==> src/rtl/zjh_gate_pkg.sv <==
// Shared definitions for the two-input gate tester: FSM states, the bit
// positions of each gate output on y_in, and the golden gate model.
package zjh_gate_pkg;

  typedef enum logic [1:0] {
    ST_IDLE   = 2'd0,
    ST_SETTLE = 2'd1,
    ST_SAMPLE = 2'd2,
    ST_DONE   = 2'd3
  } state_e;

  localparam int Y_AND  = 0;
  localparam int Y_NAND = 1;
  localparam int Y_OR   = 2;
  localparam int Y_NOR  = 3;
  localparam int Y_XOR  = 4;
  localparam int Y_NOTA = 5;

  localparam int NUM_Y   = 6;
  localparam int NUM_VEC = 4;

  // Expected outputs of a correct gate board for inputs (a, b)
  function automatic logic [NUM_Y-1:0] golden(input logic a, input logic b);
    logic [NUM_Y-1:0] y;
    y         = '0;
    y[Y_AND]  = a & b;
    y[Y_NAND] = ~(a & b);
    y[Y_OR]   = a | b;
    y[Y_NOR]  = ~(a | b);
    y[Y_XOR]  = a ^ b;
    y[Y_NOTA] = ~a;
    return y;
  endfunction

endpackage

==> src/rtl/zjh_gate_ref.sv <==
// Combinational reference model: wraps the golden function so the tester
// and the testbench use one definition of the correct gate behaviour.
module zjh_gate_ref
  import zjh_gate_pkg::*;
(
  input  logic             a,
  input  logic             b,
  output logic [NUM_Y-1:0] y_exp
);

  assign y_exp = golden(a, b);

endmodule

==> src/rtl/zjh_gate_tester.sv <==
// Truth-table sweeper for a six-output two-input gate board. Drives the four
// (A,B) vectors in order, lets each settle, compares the board outputs with
// the golden model and accumulates sticky per-output and per-vector errors.
module zjh_gate_tester
  import zjh_gate_pkg::*;
#(
  parameter int SETTLE_CYCLES = 2
) (
  input  logic               clk,
  input  logic               rst_n,
  input  logic               start,
  input  logic [NUM_Y-1:0]   y_in,
  output logic               gate_a,
  output logic               gate_b,
  output logic               busy,
  output logic               done,
  output logic               pass,
  output logic [NUM_Y-1:0]   err_mask,
  output logic [NUM_VEC-1:0] err_vec
);

  localparam logic [3:0] SETTLE_LAST = 4'(SETTLE_CYCLES - 1);

  state_e           state;
  logic [1:0]       vec_idx;
  logic [3:0]       settle_cnt;
  logic [NUM_Y-1:0] y_exp;
  logic [NUM_Y-1:0] y_diff;

  // Expected values come from the registered gate drive, so they always
  // describe the vector the board is actually seeing.
  zjh_gate_ref u_ref (
    .a     (gate_a),
    .b     (gate_b),
    .y_exp (y_exp)
  );

  assign y_diff = y_in ^ y_exp;

  // Sweep sequencer: settle, sample, advance vector, and report at the end
  always_ff @(posedge clk) begin
    if (!rst_n) begin
      state      <= ST_IDLE;
      vec_idx    <= 2'd0;
      settle_cnt <= 4'd0;
      gate_a     <= 1'b0;
      gate_b     <= 1'b0;
      busy       <= 1'b0;
      done       <= 1'b0;
      pass       <= 1'b0;
      err_mask   <= '0;
      err_vec    <= '0;
    end else begin
      done <= 1'b0;
      case (state)
        ST_IDLE: begin
          if (start) begin
            vec_idx    <= 2'd0;
            gate_a     <= 1'b0;
            gate_b     <= 1'b0;
            busy       <= 1'b1;
            pass       <= 1'b0;
            err_mask   <= '0;
            err_vec    <= '0;
            settle_cnt <= 4'd0;
            state      <= ST_SETTLE;
          end
        end
        ST_SETTLE: begin
          settle_cnt <= settle_cnt + 4'd1;
          if (settle_cnt == SETTLE_LAST) begin
            state <= ST_SAMPLE;
          end
        end
        ST_SAMPLE: begin
          err_mask <= err_mask | y_diff;
          if (|y_diff) begin
            err_vec[vec_idx] <= 1'b1;
          end
          if (vec_idx != 2'd3) begin
            vec_idx           <= vec_idx + 2'd1;
            {gate_a, gate_b}  <= vec_idx + 2'd1;
            settle_cnt        <= 4'd0;
            state             <= ST_SETTLE;
          end else begin
            // The final sample is folded into pass here so that pass is
            // already valid in the cycle that done is high.
            busy  <= 1'b0;
            done  <= 1'b1;
            pass  <= ((err_mask | y_diff) == '0);
            state <= ST_DONE;
          end
        end
        ST_DONE: begin
          state <= ST_IDLE;
        end
        default: begin
          state <= ST_IDLE;
        end
      endcase
    end
  end

endmodule

==> config.mk <==
export PLATFORM = sky130hd
export DESIGN_NAME = zjh_gate_tester
export DESIGN_NICKNAME = d
export VERILOG_FILES = /design/src/rtl/zjh_gate_pkg.sv /design/src/rtl/zjh_gate_ref.sv /design/src/rtl/zjh_gate_tester.sv
export SDC_FILE = /design/constraint.sdc
export NUM_CORES = 1
export LEC_CHECK = 0
export ABC_AREA = 1
export BUFFER_PORTS_ARGS = -buffer_cell sky130_fd_sc_hd__buf_2
export CAP_MARGIN = 5
export CORE_ASPECT_RATIO = 0.75
export CORE_UTILIZATION = 40
export CTS_CLUSTER_DIAMETER = 40
export DETAILED_ROUTE_END_ITERATION = 16
export GPL_ROUTABILITY_DRIVEN = 1
export PLACE_DENSITY = 0.75
export SLEW_MARGIN = 20
export SYNTH_ARGS = -nofsm -noshare
export SYNTH_HDL_FRONTEND = slang
export SYNTH_SLANG_ARGS = --single-unit
==> constraint.sdc <==
create_clock -name clk -period 1.4 [get_ports clk]
set_clock_uncertainty 0.05 [all_clocks]
set_input_delay 0.07 -clock clk [delete_from_list [all_inputs] [get_ports clk]]
set_output_delay 0.07 -clock clk [all_outputs]
set_load 0.01 [all_outputs]
# After elaboration in Yosys (flattened, before gate mapping)

Index checks and enable logic that the tools add are counted.
Widths: inputs -> output; s select.

Bitwise operators: 9
Equal/unequal tests: 10
Reductions and logical operators: 13
Muxes and demuxes: 27
Add/sub/neg operators: 2
Magnitude comparators: 2

Operators by type and width:

| kind                | number |
|---|---|
| $mux 4              | 3 |
| $ne 2x2->1 const B  | 6 |
| $pmux 4 s3          | 1 |
| $pmux 6 s2          | 1 |
| $reduce_and 3->1    | 4 |
| $mux 2              | 5 |
| $mux 1              | 8 |
| $pmux 1 s2          | 4 |
| $pmux 2 s4          | 1 |
| $pmux 4 s2          | 1 |
| $logic_not 6->1     | 1 |
| $mux 6              | 1 |
| $or 6x6->6          | 1 |
| $reduce_and 2->1    | 3 |
| $reduce_or 6->1     | 1 |
| $xor 6x6->6         | 1 |
| $add 4x1->4 const B | 1 |
| $eq 2x2->1 const B  | 2 |
| $eq 4x1->1 const B  | 1 |
| $or 4x4->4          | 1 |
| $pmux 2 s2          | 1 |
| $lt 2x3->1 const B  | 1 |
| $not 1->1           | 3 |
| $reduce_bool 3->1   | 1 |
| other kinds (10)    | 10 |

Input bits: 9
Output and inout port bits: 15
Register bits: 23
Logic and storage cells: 73

# Longest topological paths before layout

Depth after elaboration: 7
Mapped depth: 10
Mapped depth without buffers: 10

# By module

Synthesis repeated with hierarchy kept, for this count alone.

Cell total of the unflattened synthesis: 153
Area, all modules: 1144.8 um^2

By module, submodules not included:

| module          | area each (um^2) | seq. area each (um^2) | cells an instance | times used |
|---|---|---|---|---|
| zjh_gate_tester | 1079.8           | 420.4                 | 145               | 1 |
| zjh_gate_ref    | 65.1             | 0.0                   | 8                 | 1 |

# Worst setup path before layout

OpenSTA, ideal clock, no wires.

Path type: register -> register
Start point: register gate_a
End point: register pass
Data required time: 1279 ps
Buffers on the path: 0
Clock period less this slack: 1517 ps
Setup slack: -117 ps
Cell stages (with the launch flop): 10
Data arrival time: 1396 ps
Library setup time: 71 ps
Path through: dfxtp_1 inv_1 ha_1 inv_1 nand2_1 a21oi_1 nand2_1 nor2_1 nand2_1 a21oi_1

Longest elaborated chain between the ends: 7
Elaborated cells between the ends (all ways): 11
Those cells by class: mux (2); bitwise (8); reduce/logical (1)

RTL lines:

| what                                             | RTL line                               | RTL |
|---|---|---|
| start, declared                                  | zjh_gate_tester.sv:13                  | `output logic gate_a,` |
| start signal, assigned                           | zjh_gate_tester.sv:82                  | `{gate_a, gate_b} <= vec_idx + 2'd1;` |
| $and 1x1->1 / $or 1x1->1 (equally long branches) | --                                     |  |
| $not 1->1, on equally long branches              | zjh_gate_pkg.sv:27, zjh_gate_pkg.sv:29 |  |
| $xor 6x6->6 *                                    | zjh_gate_tester.sv:38                  | `assign y_diff = y_in ^ y_exp;` |
| $or 6x6->6 *                                     | zjh_gate_tester.sv:90                  | `pass <= ((err_mask \| y_diff) == '0);` |
| $logic_not 6->1 *                                | zjh_gate_tester.sv:90                  |  |
| $mux 1 *                                         | zjh_gate_tester.sv:80                  | `if (vec_idx != 2'd3) begin` |
| $pmux 1 s2 *                                     | zjh_gate_tester.sv:55                  | `case (state)` |
| end signal, assigned                             | zjh_gate_tester.sv:90                  |  |
| end, declared                                    | zjh_gate_tester.sv:17                  | `output logic pass,` |

Every way passes the cells marked *; elsewhere a longest branch is shown, timed or not. The select of a mux whose other input is x is not followed.
A chain may end at the register's enable or synchronous reset.

# Final worst setup path

Start point: register gate_a
End point: register err_vec[2]

Longest elaborated chain between the ends: 6
Elaborated cells between the ends (all ways): 10
Those cells by class: eq/ne (1); bitwise (7); reduce/logical (2)

RTL lines:

| what                                             | RTL line                               | RTL |
|---|---|---|
| $and 1x1->1 / $or 1x1->1 (equally long branches) | --                                     |  |
| $not 1->1, on equally long branches              | zjh_gate_pkg.sv:27, zjh_gate_pkg.sv:29 |  |
| $xor 6x6->6 *                                    | zjh_gate_tester.sv:38                  |  |
| $reduce_or 6->1 *                                | zjh_gate_tester.sv:77                  | `if (\|y_diff) begin` |
| $ne 2x2->1 (no source line) *                    | --                                     |  |
| $reduce_and 3->1 (no source line) *              | --                                     |  |
| end signal, assigned                             | zjh_gate_tester.sv:52                  | `err_vec <= '0;` |
| end signal, assigned                             | zjh_gate_tester.sv:64                  | `err_vec <= '0;` |
| end signal, assigned by index                    | zjh_gate_tester.sv:78                  | `err_vec[vec_idx] <= 1'b1;` |
| end, declared                                    | zjh_gate_tester.sv:19                  | `output logic [NUM_VEC-1:0] err_vec` |

Every way passes the cells marked *; elsewhere a longest branch is shown, timed or not.

==> out/metrics.yaml <==
synthesis:
  avgSynthCellArea_sq_um: 7.07
  synth_nets: 169
  synth_adder_area_share: 0.0810
  synth_mux_area_frac: 0
  ys_warn_count: 0
  yosys.area_share.xor_xnor: 0
  synth_cell_types: 19
  synthCells: 153
  ys_seq_elements: 21
  synthesis.area_sq_mm: 0.00108
  synth_top_family_by_area: "simple AND/OR/NAND/NOR gates"
  yosys.area_share.simple: 0.288
  synth-compound-area-share: 0.144
  yosysSeqAreaShare: 0.389
critical_path:
  worstSetupStartpoint: "gate_a$_SDFFE_PN0P_"
  endpoint_kind: "register"
  crit_type: "register to register"
  ff2ff_path_depth: 10
  start_kind: "register"
  required_ns: 1.60
  worstReg2RegEnd: "err_vec[2]$_SDFFE_PN0P_"
  rrSetupSlack_ns: -0.05
  critPathMaxFanout: 4
  arrival_ns: 1.65
  timing.rr.start: "gate_a$_SDFFE_PN0P_"
final_layout:
  multi_input_area_sq_um: 642
  area_growth_pct: 35.6
  stdcell_area_sq_mm: 0.00147
  nFillCells: 211
  num_antenna_cells: 0
  final_util: 0.606
  drive_above_1_share: 0.375
  ff_latch_area_sq_um: 428
  fin_cells: 226
  nets: 209
power:
  ir_drop_mv: 0.584
  p_per_area_mw_per_mm2: 1010
  p_leak_uw: 0.000701
sta:
  fmax_mhz: 687
  setup_viol: 5
  fin_crit_ns: 1.45
  setup_ws_ns: -0.0548
  report.final.slew_viol_count: 0
  fin_crit_sh: 1.04
  grt_setup_unrepaired: "yes"
  tightest_slew_ns: 0.370
  slew_headroom: 0.753
  hold_violations: 0
die:
  die_w_um: 62.0
  rows: 15
  initial_core_util: 0.447
  die_height_um: 47.0
  die_area_sq_mm: 0.00292
  coreArea_sq_mm: 0.00242
  ios: 24
clocking:
  cts_root_buf: "clkbuf_4"
  cts_buffers: 3
  clkLatencyLatePin_ns: 0.31
  clock_path_buffers: 2
  cts.reportedPaths.clkPinSlew_ns: 0.12
  cts_tree: "done"
  cts_sinks: 21
  h-tree-depth: 1
detailed_routing:
  ant_nets: 0
  dr.pass1.iters: 4
  via_count: 1116
  drc_errors: 0
  drt-initial-drc-count: 22
  wirelength_um: 2730
  vias_per_cell: 4.94
  wire_per_inst_um: 12.1
hold_path:
  min_path_cells: 4
  whs_endpoint: "err_mask[2]$_SDFFE_PN0P_"
  hp-class: "primary input to register"
  hp-start: "y_in[2]"
placed_design:
  place_inst: 217
  gp_congestion: 0.850
  dpl.hpwl_um: 1920
  dp_slack_ns: -0.129
  place_area_sq_mm: 0.00130
  numPortBuffers: 23
grt:
  grt_pass1_wl_um: 4020
  grt_pass1_vias: 966
  antenna_found_initial: 0
  track_usage: 0.193
  grt_max_degree: 13
  grt_overflow: 0
run:
  max_cap_viol_count: 0
run_status:
  failed_checks: "setup timing"
  status: "finished with violations"
## placed cells by master (no fill, tap or decap)
| cell type | Yosys | final |
|---|---|---|
| nand2_1 | 36 | 34 |
| buf_2 | 1 | 23 |
| inv_1 | 24 | 21 |
| dfxtp_1 | 21 | 19 |
| a21oi_1 | 20 | 16 |
| buf_4 | 0 | 13 |
| nand3_1 | 11 | 6 |
| nor3_1 | 6 | 6 |
| nand3_2 | 0 | 5 |
| nand2_2 | 3 | 5 |
| a21oi_2 | 1 | 5 |
| o21ai_0 | 5 | 4 |
| nor2_1 | 6 | 4 |
| ha_1 | 7 | 4 |
| inv_2 | 2 | 3 |
| clkbuf_4 | 0 | 3 |
| or2_2 | 2 | 2 |
| nor2_2 | 0 | 2 |
| nand2_4 | 2 | 2 |
| a211oi_1 | 2 | 2 |
| nor3b_2 | 0 | 2 |
| ha_4 | 0 | 2 |
| dfxtp_4 | 0 | 2 |
| inv_4 | 0 | 1 |
| inv_6 | 0 | 1 |
| a31oi_1 | 1 | 1 |
| o21ai_1 | 0 | 1 |
| ha_2 | 0 | 1 |
| clkbuf_1 | 1 | 1 |
| dlygate4sd3_1 | 0 | 1 |
## stage by stage
| step | power [uW] | TNS (ns) | hold slack, ns |
|---|---|---|---|
| after global routing | 1560 | -0.693 | 0.144 |
| after floorplan | 934 | 0 | 0.143 |
| after detailed placement | 1070 | -0.487 | 0.320 |
| after CTS | 1420 | 0 | 0.119 |
| final | 1480 | -0.199 | 0.127 |
| after global placement | 1060 | -0.263 | 0.321 |
## cells by family after synthesis
| family | Yosys count |
|---|---|
| compound gates | 29 |
| fa+ha+maj | 7 |
| simple gates | 68 |
| flops | 21 |
| buf+inv | 28 |
## worst max path at each step
stage | to | slack (ns) | cells after the start
after floorplan | pass$_SDFFE_PN0P_ | 0.02 | 9
after global placement | pass$_SDFFE_PN0P_ | -0.11 | 9
after detailed placement | pass$_SDFFE_PN0P_ | -0.13 | 9
after CTS | err_vec[3]$_SDFFE_PN0P_ | 0.0004 | 10
after global routing | err_vec[2]$_SDFFE_PN0P_ | -0.11 | 9
final | err_vec[2]$_SDFFE_PN0P_ | -0.05 | 10
## sequential cells by signal (all words and copies together), names as in the netlist
name and count:
settle_cnt 4, err_mask 6, pass 1, state 2, vec_idx 1, gate_a 1
done 1, err_vec 4, busy 1
## worst max-delay path, stage by stage (launching register included)
cell	delay, ns
dfxtp_4	0.39
inv_4	0.06
ha_4	0.29
inv_2	0.04
nand2_2	0.06
nand2_1	0.05
nand2_1	0.08
nor2_2	0.05
nand2_2	0.10
nand3_2	0.09
a21oi_2	0.15
## area by class of cell
cell class	count	area share
repair buffers	37	0.152
inverters	26	0.0717
flip-flops and latches	21	0.292
clock buffers	4	0.0179
multi-input cells	104	0.438
well taps	34	0.0290
## where the power goes
group          internal, uW  switching, uW  total, uW
registers               638           35.3        674
logic                   215            286        501
clock network           111            194        305
## cell usage after synthesis
library cell | instances | share of area
a211oi_1 | 2 | 0.014
a21oi_1 | 20 | 0.093
a21oi_2 | 1 | 0.0081
a31oi_1 | 1 | 0.0058
buf_2 | 1 | 0.0046
clkbuf_1 | 1 | 0.0035
dfxtp_1 | 21 | 0.39
ha_1 | 7 | 0.081
inv_1 | 24 | 0.083
inv_2 | 2 | 0.0069
nand2_1 | 36 | 0.13
nand2_2 | 3 | 0.017
nand2_4 | 2 | 0.021
nand3_1 | 11 | 0.051
nor2_1 | 6 | 0.021
nor3_1 | 6 | 0.028
nor3b_1 | 2 | 0.014
o21ai_0 | 5 | 0.023
or2_2 | 2 | 0.012
## timing repair
item | in CTS | in global routing
pin swaps | 5 | 5
endpoints found under the hold margin | 1 | 0
setup buffers | 1 | 3
setup endpoints to repair | 7 | 7
hold buffers | 1 | 0
gates resized for setup | 12 | 13
## layer usage
layer / GRT usage / part of all wire / vias up
met1: 0.241 / 0.46 / 497
met3: 0.0634 / 0.080 / 4
met2: 0.319 / 0.45 / 47
met4: 0.0622 / 0.0099 / 0
li1: - / - / 568
met5: 0 / 0 / -
No activity file was read; power rests on OpenSTA's default activity.
